### src/rtl/result_writeback_pkg.sv
`default_nettype none
// +----------------------------------------------------------------------+
// | result_writeback_pkg : FSM encoding and solution-vector size helpers |
// | Rev 1.0                                                              |
// +----------------------------------------------------------------------+
package result_writeback_pkg;

  typedef enum logic [1:0] {
    ST_IDLE = 2'd0,
    ST_RUN  = 2'd1,
    ST_DONE = 2'd2
  } wb_state_t;

  function automatic int calc_total_elems(input int clusters, input int eqs);
    return clusters * eqs;
  endfunction

  function automatic int calc_total_words(input int elems, input int units);
    return (elems + units - 1) / units;
  endfunction

  // Number of populated lanes in the final (possibly partial) word.
  function automatic int calc_last_lanes(input int elems, input int units);
    return elems - (calc_total_words(elems, units) - 1) * units;
  endfunction

endpackage
`default_nettype wire

### src/rtl/result_fifo2.sv
`default_nettype none
// +----------------------------------------------------------------------+
// | result_fifo2 : two-entry registered FIFO for ALU result beats        |
// | Rev 1.0                                                              |
// +----------------------------------------------------------------------+
module result_fifo2 #(
  parameter int WIDTH = 256
) (
  input  logic             clk,
  input  logic             rst,
  input  logic             i_push,
  input  logic [WIDTH-1:0] i_wdata,
  input  logic             i_pop,
  output logic [WIDTH-1:0] o_rdata,
  output logic             o_full,
  output logic             o_empty
);

  logic [WIDTH-1:0] r_mem [2];
  logic             r_wr_ptr;
  logic             r_rd_ptr;
  logic [1:0]       r_count;
  logic             w_push;
  logic             w_pop;

  assign w_push  = i_push && !o_full;
  assign w_pop   = i_pop && !o_empty;
  assign o_full  = (r_count == 2'd2);
  assign o_empty = (r_count == 2'd0);
  assign o_rdata = r_mem[r_rd_ptr];

  // Storage needs no reset: the count alone defines which entries are live.
  always_ff @(posedge clk) begin
    if (w_push) begin
      r_mem[r_wr_ptr] <= i_wdata;
    end
  end

  always_ff @(posedge clk) begin
    if (rst) begin
      r_wr_ptr <= 1'b0;
      r_rd_ptr <= 1'b0;
      r_count  <= 2'd0;
    end else begin
      if (w_push) r_wr_ptr <= ~r_wr_ptr;
      if (w_pop)  r_rd_ptr <= ~r_rd_ptr;
      case ({w_push, w_pop})
        2'b10:   r_count <= r_count + 2'd1;
        2'b01:   r_count <= r_count - 2'd1;
        default: r_count <= r_count;
      endcase
    end
  end

endmodule
`default_nettype wire

### src/rtl/result_writeback.sv
`default_nettype none
// +----------------------------------------------------------------------+
// | result_writeback : streams ALU result beats into the solution memory |
// | Rev 1.0                                                              |
// +----------------------------------------------------------------------+
module result_writeback
  import result_writeback_pkg::*;
#(
  parameter int number_of_clusters              = 40,
  parameter int number_of_equations_per_cluster = 19,
  parameter int element_width                   = 32,
  parameter int no_of_units                     = 8,
  parameter int memories_address_width          = 20,
  parameter int base_address                    = 0
) (
  input  logic                                   clk,
  input  logic                                   reset,
  input  logic                                   start,
  input  logic                                   in_valid,
  input  logic [no_of_units*element_width-1:0]   in_data,
  output logic                                   in_ready,
  input  logic                                   mem_ready,
  output logic                                   mem_we,
  output logic [memories_address_width-1:0]      mem_addr,
  output logic [no_of_units*element_width-1:0]   mem_wdata,
  output logic [no_of_units-1:0]                 mem_lane_en,
  output logic                                   busy,
  output logic                                   finish,
  output logic [31:0]                            words_written
);

  localparam int C_DATA_W      = no_of_units * element_width;
  localparam int C_TOTAL_ELEMS = calc_total_elems(number_of_clusters, number_of_equations_per_cluster);
  localparam int C_TOTAL_WORDS = calc_total_words(C_TOTAL_ELEMS, no_of_units);
  localparam int C_LAST_LANES  = calc_last_lanes(C_TOTAL_ELEMS, no_of_units);

  localparam logic [31:0] C_TOTAL_WORDS32 = 32'(C_TOTAL_WORDS);
  localparam logic [31:0] C_LAST_WORD32   = 32'(C_TOTAL_WORDS - 1);
  localparam logic [memories_address_width-1:0] C_BASE_ADDR =
    memories_address_width'(base_address);
  localparam logic [no_of_units-1:0] C_ALL_LANES  = '1;
  localparam logic [no_of_units-1:0] C_LAST_LANES_EN = C_ALL_LANES >> (no_of_units - C_LAST_LANES);

  wb_state_t          r_state;
  wb_state_t          w_state_nxt;
  logic [31:0]        r_words_written;
  logic [31:0]        r_accept_cnt;
  logic               w_fifo_full;
  logic               w_fifo_empty;
  logic               w_push;
  logic               w_pop;
  logic               w_last_word;
  logic [C_DATA_W-1:0] w_fifo_head;
  logic [C_DATA_W-1:0] w_last_keep;

  result_fifo2 #(
    .WIDTH (C_DATA_W)
  ) u_fifo (
    .clk     (clk),
    .rst     (reset),
    .i_push  (w_push),
    .i_wdata (in_data),
    .i_pop   (w_pop),
    .o_rdata (w_fifo_head),
    .o_full  (w_fifo_full),
    .o_empty (w_fifo_empty)
  );

  // Lanes past the end of the vector are blanked on the final word.
  for (genvar l = 0; l < no_of_units; l++) begin : g_last_keep
    assign w_last_keep[l*element_width +: element_width] = {element_width{C_LAST_LANES_EN[l]}};
  end

  assign in_ready    = (r_state == ST_RUN) && !w_fifo_full && (r_accept_cnt < C_TOTAL_WORDS32);
  assign w_push      = in_valid && in_ready;
  assign mem_we      = !w_fifo_empty;
  assign w_pop       = mem_we && mem_ready;
  assign w_last_word = (r_words_written == C_LAST_WORD32);

  assign mem_addr    = C_BASE_ADDR + r_words_written[memories_address_width-1:0];
  assign mem_wdata   = w_last_word ? (w_fifo_head & w_last_keep) : w_fifo_head;
  assign mem_lane_en = !mem_we ? '0 : (w_last_word ? C_LAST_LANES_EN : C_ALL_LANES);

  assign busy          = (r_state == ST_RUN);
  assign finish        = (r_state == ST_DONE);
  assign words_written = r_words_written;

  always_comb begin
    w_state_nxt = r_state;
    case (r_state)
      ST_IDLE: if (start) w_state_nxt = ST_RUN;
      ST_RUN:  if (w_pop && w_last_word) w_state_nxt = ST_DONE;
      ST_DONE: w_state_nxt = ST_IDLE;
      default: w_state_nxt = ST_IDLE;
    endcase
  end

  always_ff @(posedge clk) begin
    if (reset) begin
      r_state         <= ST_IDLE;
      r_words_written <= 32'd0;
      r_accept_cnt    <= 32'd0;
    end else begin
      r_state <= w_state_nxt;
      if (r_state == ST_IDLE && start) begin
        r_words_written <= 32'd0;
        r_accept_cnt    <= 32'd0;
      end else begin
        if (w_push) r_accept_cnt    <= r_accept_cnt + 32'd1;
        if (w_pop)  r_words_written <= r_words_written + 32'd1;
      end
    end
  end

endmodule
`default_nettype wire

### config.mk
export PLATFORM = sky130hd
export DESIGN_NAME = result_writeback
export DESIGN_NICKNAME = d
export VERILOG_FILES = /design/src/rtl/result_writeback_pkg.sv /design/src/rtl/result_fifo2.sv /design/src/rtl/result_writeback.sv
export SDC_FILE = /design/constraint.sdc
export NUM_CORES = 1
export LEC_CHECK = 0
export CAP_MARGIN = 10
export CORE_UTILIZATION = 30
export DETAILED_ROUTE_END_ITERATION = 10
export PLACE_DENSITY_LB_ADDON = 0.08
export SYNTH_ARGS = -nofsm -noshare
export SYNTH_HDL_FRONTEND = slang
export SYNTH_SLANG_ARGS = --single-unit
export TNS_END_PERCENT = 1
### constraint.sdc
create_clock -name clk -period 16.6 [get_ports clk]
set_clock_uncertainty 0.1 [all_clocks]
set_input_delay 3.32 -clock clk [delete_from_list [all_inputs] [get_ports clk]]
set_output_delay 3.32 -clock clk [all_outputs]
set_load 0.05 [all_outputs]
* After elaboration in Yosys (flattened, before gate mapping)
Memory sizes are Yosys's and may differ from the RTL's. A register that Yosys moved wholly into a read port is not among the register bits.
Cells that the tools add are included.
** Storage, ports and cells
- ROM bits :: 0
- Flip-flop bits (word level) :: 70
- Memories kept :: 1
- Bits in latches :: 0
- Output and inout port bits :: 320
- RAM bits :: 512
** Memories
- u_fifo.r_mem :: words 2, width 256, rd ports 1, clocked after Yosys merged registers in 1, wr ports 1, RTL line result_fifo2.sv:19 : logic [WIDTH-1:0] r_mem [2];
** Cells by class
- Eq/ne operators :: 8
- Shift operators :: 0
- Reduce and logical (&&, ||, !) cells :: 15
- Div/mod/pow operators :: 0
- Bitwise logic cells :: 2
- Mux-type cells :: 9
- Multipliers :: 0
- $lt $le $gt $ge :: 1
- Add/subtract/negate cells :: 4
** Operator list (count)
- adder 32 x 1 -> 32 bit (second input constant) :: 2
- equality test 32 x 7 -> 1 bit (second input constant) :: 1
- < comparator 32 x 7 -> 1 bit (second input constant) :: 1
- logical AND 1 bit :: 8
- two-way mux 8 bit :: 1
- case mux 2 bit (2 select lines) :: 2
- equality test 2 bit (second input constant) :: 3
- equality test 2 x 1 -> 1 bit (second input constant) :: 2
- zero test 2 bit :: 2
- two-way mux 1 bit :: 4
- two-way mux 2 bit :: 2
- adder 2 x 1 -> 2 bit (second input constant) :: 1
- zero test 1 bit :: 2
- != test 2 x 1 -> 1 bit (second input constant) :: 1
- != test 2 bit (second input constant) :: 1
- NOT 1 bit :: 2
- AND reduction 2 bit :: 1
- nonzero test 2 bit :: 1
- OR reduction 2 bit :: 1
- subtractor 2 x 1 -> 2 bit (second input constant) :: 1

* Depth between registers and ports, before layout
Gate-level depths: netlist of run 1.
- Word-level depth :: 8
- Depth in mapped cells :: 8
- Gate-level depth less buffers :: 8

* Modules after synthesis
Synthesis of run 1 repeated with hierarchy kept, for this count alone.
** Second synthesis, totals
- Cell total of the unflattened synthesis :: 1169
- Area, all modules :: 21729.6 sq um
** Modules (own cells, without submodules)
- result_fifo2 :: times used 1, area each 18631.6 sq um, cells an instance 822
- result_writeback :: times used 1, area each 3098.0 sq um, cells an instance 347

* Worst setup path before layout of run 1
No wires, ideal clock.
- Path kind :: input to register
- From :: input port in_valid
- To :: memory u_fifo.r_mem[0][0] (enable)
- Required time :: 15.621 ns
- Setup slack :: 1.295 ns
- Setup time :: 0.879 ns
- Arrival :: 14.326 ns
- Buffers on the path :: 0
- Stages on the path :: 3
- Cell sequence :: and2_1 nand3_1 nor2_1
** Between the ends
- Cells in the longest elaborated chain, start to end :: 4
** Ends and longest elaborated chain
- from (decl) :: RTL line result_writeback.sv:19 : input logic in_valid,
- logical AND 1 bit :: RTL line result_writeback.sv:75 : assign w_push = in_valid && in_ready;
- logical AND 1 bit :: RTL line result_fifo2.sv:26 : assign w_push = i_push && !o_full;
- two-way mux 1 bit :: RTL line result_fifo2.sv:34 : if (w_push) begin
- two-way mux 1 bit (implied by the code) :: RTL line result_fifo2.sv:35 : r_mem[r_wr_ptr] <= i_wdata;
- to (decl) :: RTL line result_fifo2.sv:19
Every way passes these cells.

==> results.json, run 1 <==
{
  "status": "finished clean",
  "nNetsFinal": 2015,
  "ys.warnings.count": 0,
  "n_fill_cell": 6424,
  "synth_xor_xnor_area_share": 0.0121,
  "endpoint_kind": "primary output",
  "synthMuxAreaShare": 0.136,
  "place_congestion": 0.788,
  "dp_hpwl_mm": 42.7,
  "grt_overflow": 0,
  "ir_drop_mv": 0.0762,
  "grt_pass1_wl_mm": 87.1,
  "rows": 98,
  "syn_inst": 1157,
  "r2r-start": "r_accept_cnt[24]",
  "io_buffers": 580,
  "synth-edff-count": 512,
  "hold_end": "r_accept_cnt[19]",
  "synth_compound_area_frac": 0.00584,
  "arrival_ns": 4.29,
  "via_count": 12200,
  "rrSetupSlack_ns": 12.47,
  "worst_pin_slew_ns": 1.11,
  "startpoint_type": "flop",
  "gr-usage-met1": 0.186,
  "synth.avg_cell_area_sq_um": 18.7,
  "p_leak_nw": 10.0,
  "chipWidth_um": 271,
  "tns_ns": 0,
  "min_path_type": "flop to flop",
  "r2r-end": "u_fifo.r_mem[1][197]",
  "grt.busiest_layer": "met2",
  "use_met3": 0.0533,
  "drt_iter0_markers": 588,
  "coreArea_sq_mm": 0.0715,
  "dieArea_sq_mm": 0.0732,
  "hold_viol": 0,
  "cts_buffer_depth": 3,
  "report.final.slew_viol_count": 0,
  "cp_max_fo": 77,
  "cts_buffers": 67,
  "grt_pass1_vias": 12600,
  "fin_ws_ns": 8.89,
  "synth_area_sq_mm": 0.0216,
  "path_clk_slew_ns": 0.06,
  "grt_max_degree": 144,
  "firstDrtPassIters": 4,
  "synth.distinct_cells": 44,
  "cts_tree": "built",
  "worst_r2r_path_depth": 7,
  "rsz0062_at_grt": "no",
  "io_pins": 581,
  "use_met2": 0.281,
  "synth.net_count": 1422,
  "synth-simple-area-share": 0.0491,
  "ant_nets": 0,
  "drc": 0,
  "synth-seq-cells": 583,
  "post_cts_buffers": 0,
  "die_h_um": 271,
  "clock_latency_ns": 0.58,
  "path_class": "flop to primary output",
  "cts_root_buf": "clkbuf_16",
  "antenna_found_initial": 19,
  "timing.fmax_mhz": 130,
  "htree_levels": 3,
  "clock_sinks": 583,
  "grtUsageTotal": 0.164,
  "post_cts_resized": 0,
  "max_slew_margin": 0.259,
  "hold_depth": 1,
  "hp-start": "r_accept_cnt[19]",
  "routedWlPerCell_um": 22.3,
  "viasPerCell": 4.43,
  "cp.required_ns": 13.18,
  "synthAdderAreaFrac": 0.00231,
  "setup_violations": 0,
  "synth-seq-area-share": 0.776,
  "drv_cap": 0,
  "synth_top_family_by_area": "multiplexers",
  "powerDensity_mw_per_mm2": 137,
  "synthToLayoutAreaGrowth_pct": 40.9,
  "initial_core_util": 0.303,
  "postRouteWirelength_mm": 61.5,
  "ys.flop_type": "edfxtp_1",
  "drive_gt1_frac": 0.210,
  "async_flop_share": 0,
  "dp_slack_ns": 9.32,
  "finalCriticalPeriod_ns": 7.71,
  "cts-hold-fix-buffers": 0,
  "period_share": 0.465
}
through the flow:
stage	power (mW)	std cells	cell area, sq um	util	hold slack (ns)
3_5_place_dp	2.84	2631	28400	0.397	0.347
6_report	4.19	2762	30500	0.426	0.358
4_1_cts	4.27	2750	30500	0.426	0.363
2_1_floorplan	2.47	1157	21600	-	0.329
5_1_grt	4.35	2759	30500	0.426	0.378
3_3_place_gp	2.84	2631	28400	0.397	0.343
power by group:
group	internal [mW]	switching (mW)	total [mW]
Sequential	1.65	0.0288	1.68
Clock	0.816	0.575	1.39
Combinational	0.413	0.705	1.12
Total	2.88	1.31	4.19
kinds of logic (layout without fill, tap and decap cells):
| logic type | count (synthesis) | after routing |
|---|---|---|
| flip-flops | 583 | 583 |
| multiplexers | 261 | 261 |
| AND/OR/NAND/NOR | 181 | 181 |
| buffers and inverters | 79 | 722 |
| XOR/XNOR | 30 | 30 |
| AO/OA/AOI/OAI | 19 | 19 |
| adder cells (fa/ha/maj) | 4 | 4 |
| other | 0 | 12 |
worst max-delay path, stage by stage (launching register included):
cell             delay, ns
dfxtp_4               0.76
buf_4                 0.85
buf_4                 0.85
mux2_2                0.42
clkdlybuf4s50_1       0.71
worst max-delay path by stage:
stage / startpoint / endpoint / depth (start not counted)
floorplan: in_valid / u_fifo.r_mem[0][0] / 3
global placement: flop / mem_wdata[82] / 4
detailed placement: flop / mem_wdata[151] / 4
CTS: flop / mem_wdata[151] / 4
global route: flop / mem_wdata[147] / 4
finish: flop / mem_wdata[147] / 4
cell type report:
type / instances / area (sq um) / share of cell area
Sequential cell: 583 / 16800 / 0.551
Timing Repair Buffer: 592 / 5910 / 0.194
Multi-Input combinational cell: 495 / 4460 / 0.146
Clock buffer: 80 / 1750 / 0.0573
Tap cell: 950 / 1190 / 0.0390
Clock inverter: 39 / 318 / 0.0104
Inverter: 11 / 41.3 / 0.00135
Antenna cell: 12 / 30.0 / 0.000985
synth_stat cells (2+ instances only):
| cell | n | area share |
|---|---|---|
| edfxtp_1 | 512 | 0.71 |
| mux2_2 | 257 | 0.13 |
| dfxtp_1 | 71 | 0.066 |
| nor2_1 | 43 | 0.0075 |
| clkbuf_1 | 37 | 0.0064 |
| and2_1 | 28 | 0.0081 |
| buf_4 | 28 | 0.0097 |
| nand2_1 | 24 | 0.0042 |
| xnor2_1 | 19 | 0.0077 |
| nor4_1 | 17 | 0.0049 |
| nand3_1 | 14 | 0.0032 |
| inv_1 | 11 | 0.0019 |
| xor2_1 | 11 | 0.0045 |
| and4_1 | 9 | 0.0036 |
| nand4_1 | 8 | 0.0023 |
| a21oi_1 | 7 | 0.0016 |
| and3_1 | 7 | 0.0020 |
| nor3_1 | 6 | 0.0014 |
| nor4_4 | 5 | 0.0049 |
| ha_1 | 4 | 0.0023 |
| mux2i_1 | 4 | 0.0018 |
| nand2b_1 | 4 | 0.0012 |
| o21ai_0 | 3 | 0.00069 |
| or3_1 | 3 | 0.00087 |
| or4_1 | 3 | 0.0010 |
| nor3_2 | 2 | 0.00092 |
| nor4b_1 | 2 | 0.00081 |
| or2_2 | 2 | 0.00058 |
layer usage:
metal | vias to the layer above | part of all wire | wire, um
li1 | 5637 | - | -
met1 | 6067 | 0.39 | 23900
met2 | 415 | 0.51 | 31300
met3 | 104 | 0.071 | 4380
met4 | 12 | 0.029 | 1800
met5 | - | 0.0014 | 84
placed cells by master, fill, tap and decap left out, types with 2 or more instances in the layout:
| cell type | count |
|---|---|
| nand4_1 | 8 |
| nand3_1 | 14 |
| and3_1 | 7 |
| nand2_1 | 24 |
| or3_1 | 3 |
| xor2_1 | 11 |
| buf_4 | 11 |
| dfxtp_1 | 70 |
| o21ai_0 | 3 |
| xnor2_1 | 19 |
| or4_1 | 3 |
| nor3_2 | 2 |
| clkbuf_1 | 12 |
| clkbuf_16 | 68 |
| clkinv_2 | 15 |
| or2_2 | 2 |
| inv_6 | 3 |
| mux2i_1 | 4 |
| diode_2 | 12 |
| nor4_1 | 17 |
| nor4b_1 | 2 |
| nor3_1 | 6 |
| clkinv_1 | 14 |
| inv_1 | 11 |
| edfxtp_1 | 512 |
| nor4_4 | 5 |
| nor2_4 | 2 |
| ha_1 | 4 |
| mux2_2 | 257 |
| and2_1 | 28 |
| clkdlybuf4s50_1 | 580 |
| bufinv_16 | 4 |
| and4_1 | 9 |
| a21oi_1 | 6 |
| nor2_1 | 41 |
| nand2b_1 | 4 |
registers in the layout (all words and copies together), names as in the netlist, named ones only:
signal	cells
u_fifo.r_mem	512
words_written	32
u_fifo.r_rd_ptr	1
r_state	2
u_fifo.r_wr_ptr	1
u_fifo.r_count	2
r_accept_cnt	32
Power figures use the tool's default switching activity.
==> run 2: changes to the inputs <==
==> constraint.sdc (replaced) <==
create_clock -name clk -period 7.4 [get_ports clk]
set_clock_uncertainty 0.1 [all_clocks]
set_input_delay 1.48 -clock clk [delete_from_list [all_inputs] [get_ports clk]]
set_output_delay 1.48 -clock clk [all_outputs]
set_load 0.05 [all_outputs]
==> run 2 against run 1 <==
Net effect: non-clock buffer count down 1; utilization about the same; first-iteration DRC count down 7.1%; via count up 0.20%; combinational power up 120%; register-to-register slack worse by 8.3 ns; sequential share of layout area about the same; cell area about the same; power up 120%; critical path depth down 1; setup slack worse by 6.6 ns; critical endpoint is now mem_wdata[198].
==> results.json, run 2 (synthesis results as in run 1) <==
{
  "largest_register_ffs": 512,
  "setup_violations": 0,
  "layout_common_cells": "clkdlybuf4s50_1, edfxtp_1, mux2_2",
  "post_cts_buffers": 0,
  "pwr-share-comb": 0.267,
  "hold_end": "r_accept_cnt[19]",
  "cts_buffers": 67,
  "grt_pass1_wl_mm": 85.7,
  "intPower_mw": 6.49,
  "place_congestion": 0.760,
  "ir_drop_mv": 0.171,
  "rrSetupSlack_ns": 4.14,
  "cpPeakStageDelay_ns": 0.89,
  "worst_r2r_path_depth": 6,
  "path_class": "flop to primary output",
  "worst_pin_slew_ns": 1.12,
  "nNetsFinal": 2014,
  "hold_depth": 1,
  "drt_iter0_markers": 546,
  "report.final.slew_viol_count": 0,
  "die_h_um": 271,
  "largest-register": "u_fifo.r_mem",
  "p_leak_nw": 10.0,
  "cts_tree": "built",
  "clock_latency_ns": 0.57,
  "drc": 0,
  "cts-hold-fix-buffers": 0,
  "grtUsageTotal": 0.160,
  "drv_cap": 0,
  "path_clk_slew_ns": 0.05,
  "routedWlPerCell_um": 21.6,
  "startpoint_type": "flop",
  "status": "finished clean",
  "antenna_found_initial": 19,
  "viasPerCell": 4.45,
  "seqPwrFrac": 0.402,
  "grt_max_degree": 145,
  "cp_max_fo": 132,
  "clock_sinks": 583,
  "p_total_mw": 9.41,
  "r2r-start": "r_accept_cnt[24]",
  "io_pins": 581,
  "cts_buffer_depth": 3,
  "dp_hpwl_mm": 40.5,
  "ant_nets": 0,
  "coreArea_sq_mm": 0.0715,
  "hp-start": "r_accept_cnt[19]",
  "critPathSlowestCell": "dfxtp_4",
  "timing.fmax_mhz": 197,
  "postRouteWirelength_mm": 59.5,
  "n_fill_cell": 6418,
  "period_share": 0.687,
  "dp_slack_ns": 2.88,
  "initial_core_util": 0.303,
  "finalCriticalPeriod_ns": 5.08,
  "grt_pass1_vias": 12600,
  "firstDrtPassIters": 4,
  "mostFrequentLayoutCell": "clkdlybuf4s50_1",
  "path_cells": "buf_12 > mux2_2 > clkdlybuf4s50_1",
  "cp.required_ns": 5.82,
  "cts_root_buf": "clkbuf_16",
  "whs_ns": 0.356,
  "tns_ns": 0,
  "synthToLayoutAreaGrowth_pct": 40.9,
  "switchingPower_mw": 2.92,
  "max_slew_margin": 0.254,
  "dieArea_sq_mm": 0.0732,
  "grt_overflow": 0,
  "endpoint_kind": "primary output",
  "io_buffers": 580,
  "r2r-end": "u_fifo.r_mem[1][98]",
  "drive_gt1_frac": 0.205,
  "chipWidth_um": 271,
  "swShare": 0.310,
  "via_count": 12300,
  "rsz0062_at_grt": "no",
  "hold_viol": 0,
  "rows": 98,
  "post_cts_resized": 0,
  "arrival_ns": 3.50,
  "htree_levels": 3,
  "powerDensity_mw_per_mm2": 309,
  "numPlacedInstances": 2630,
  "min_path_type": "flop to flop",
  "finish.cell_count_without_fillers": 2753,
  "power_frac_clock": 0.332,
  "fin_ws_ns": 2.32
}
run 2: worst max-delay path by stage:
| stage | end | depth (start not counted) |
|---|---|---|
| 2_1_floorplan | u_fifo.r_mem[0][0] | 3 |
| 3_3_place_gp | mem_wdata[238] | 3 |
| 3_5_place_dp | mem_wdata[238] | 3 |
| 4_1_cts | mem_wdata[238] | 3 |
| 5_1_grt | mem_wdata[193] | 3 |
| 6_report | mem_wdata[198] | 3 |
run 2: final cells by class:
| cell class | count | area, sq um | share of cell area |
|---|---|---|---|
| clock inverter | 34 | 292 | 0.00956 |
| multi-input combinational | 495 | 4460 | 0.146 |
| tap | 950 | 1190 | 0.0390 |
| timing repair buffer | 591 | 5950 | 0.195 |
| sequential | 583 | 16800 | 0.551 |
| antenna | 7 | 17.5 | 0.000574 |
| clock buffer | 82 | 1750 | 0.0575 |
| inverter | 11 | 41.3 | 0.00135 |
run 2: critical path: cells and delay by family (launching register included):
kind / cells / cell delay [ns]
buffers and inverters: 2 / 1.16
multiplexers: 1 / 0.42
flip-flops: 1 / 0.89
run 2: per-layer routing:
layer | share of wire | up-vias | GRT usage
met1 | 0.38 | 6124 | 0.179
met2 | 0.51 | 376 | 0.280
met4 | 0.022 | 24 | 0.0517
met5 | 0.0025 | - | 0
li1 | - | 5630 | -
met3 | 0.077 | 105 | 0.0587
run 2: through the flow:
stage / utilization / instance area [sq um]
2_1_floorplan: - / 21600
3_5_place_dp: 0.398 / 28400
5_1_grt: 0.427 / 30500
4_1_cts: 0.426 / 30500
3_3_place_gp: 0.398 / 28400
6_report: 0.427 / 30500
run 2: power groups by stage:
stage / logic [mW] / clock network [mW] / registers [mW]
6_report: 2.51 / 3.12 / 3.78
3_5_place_dp: 2.53 / 0 / 3.85
4_1_cts: 2.54 / 3.24 / 3.78
3_3_place_gp: 2.53 / 0 / 3.85
2_1_floorplan: 1.69 / 0 / 3.83
5_1_grt: 2.60 / 3.36 / 3.79
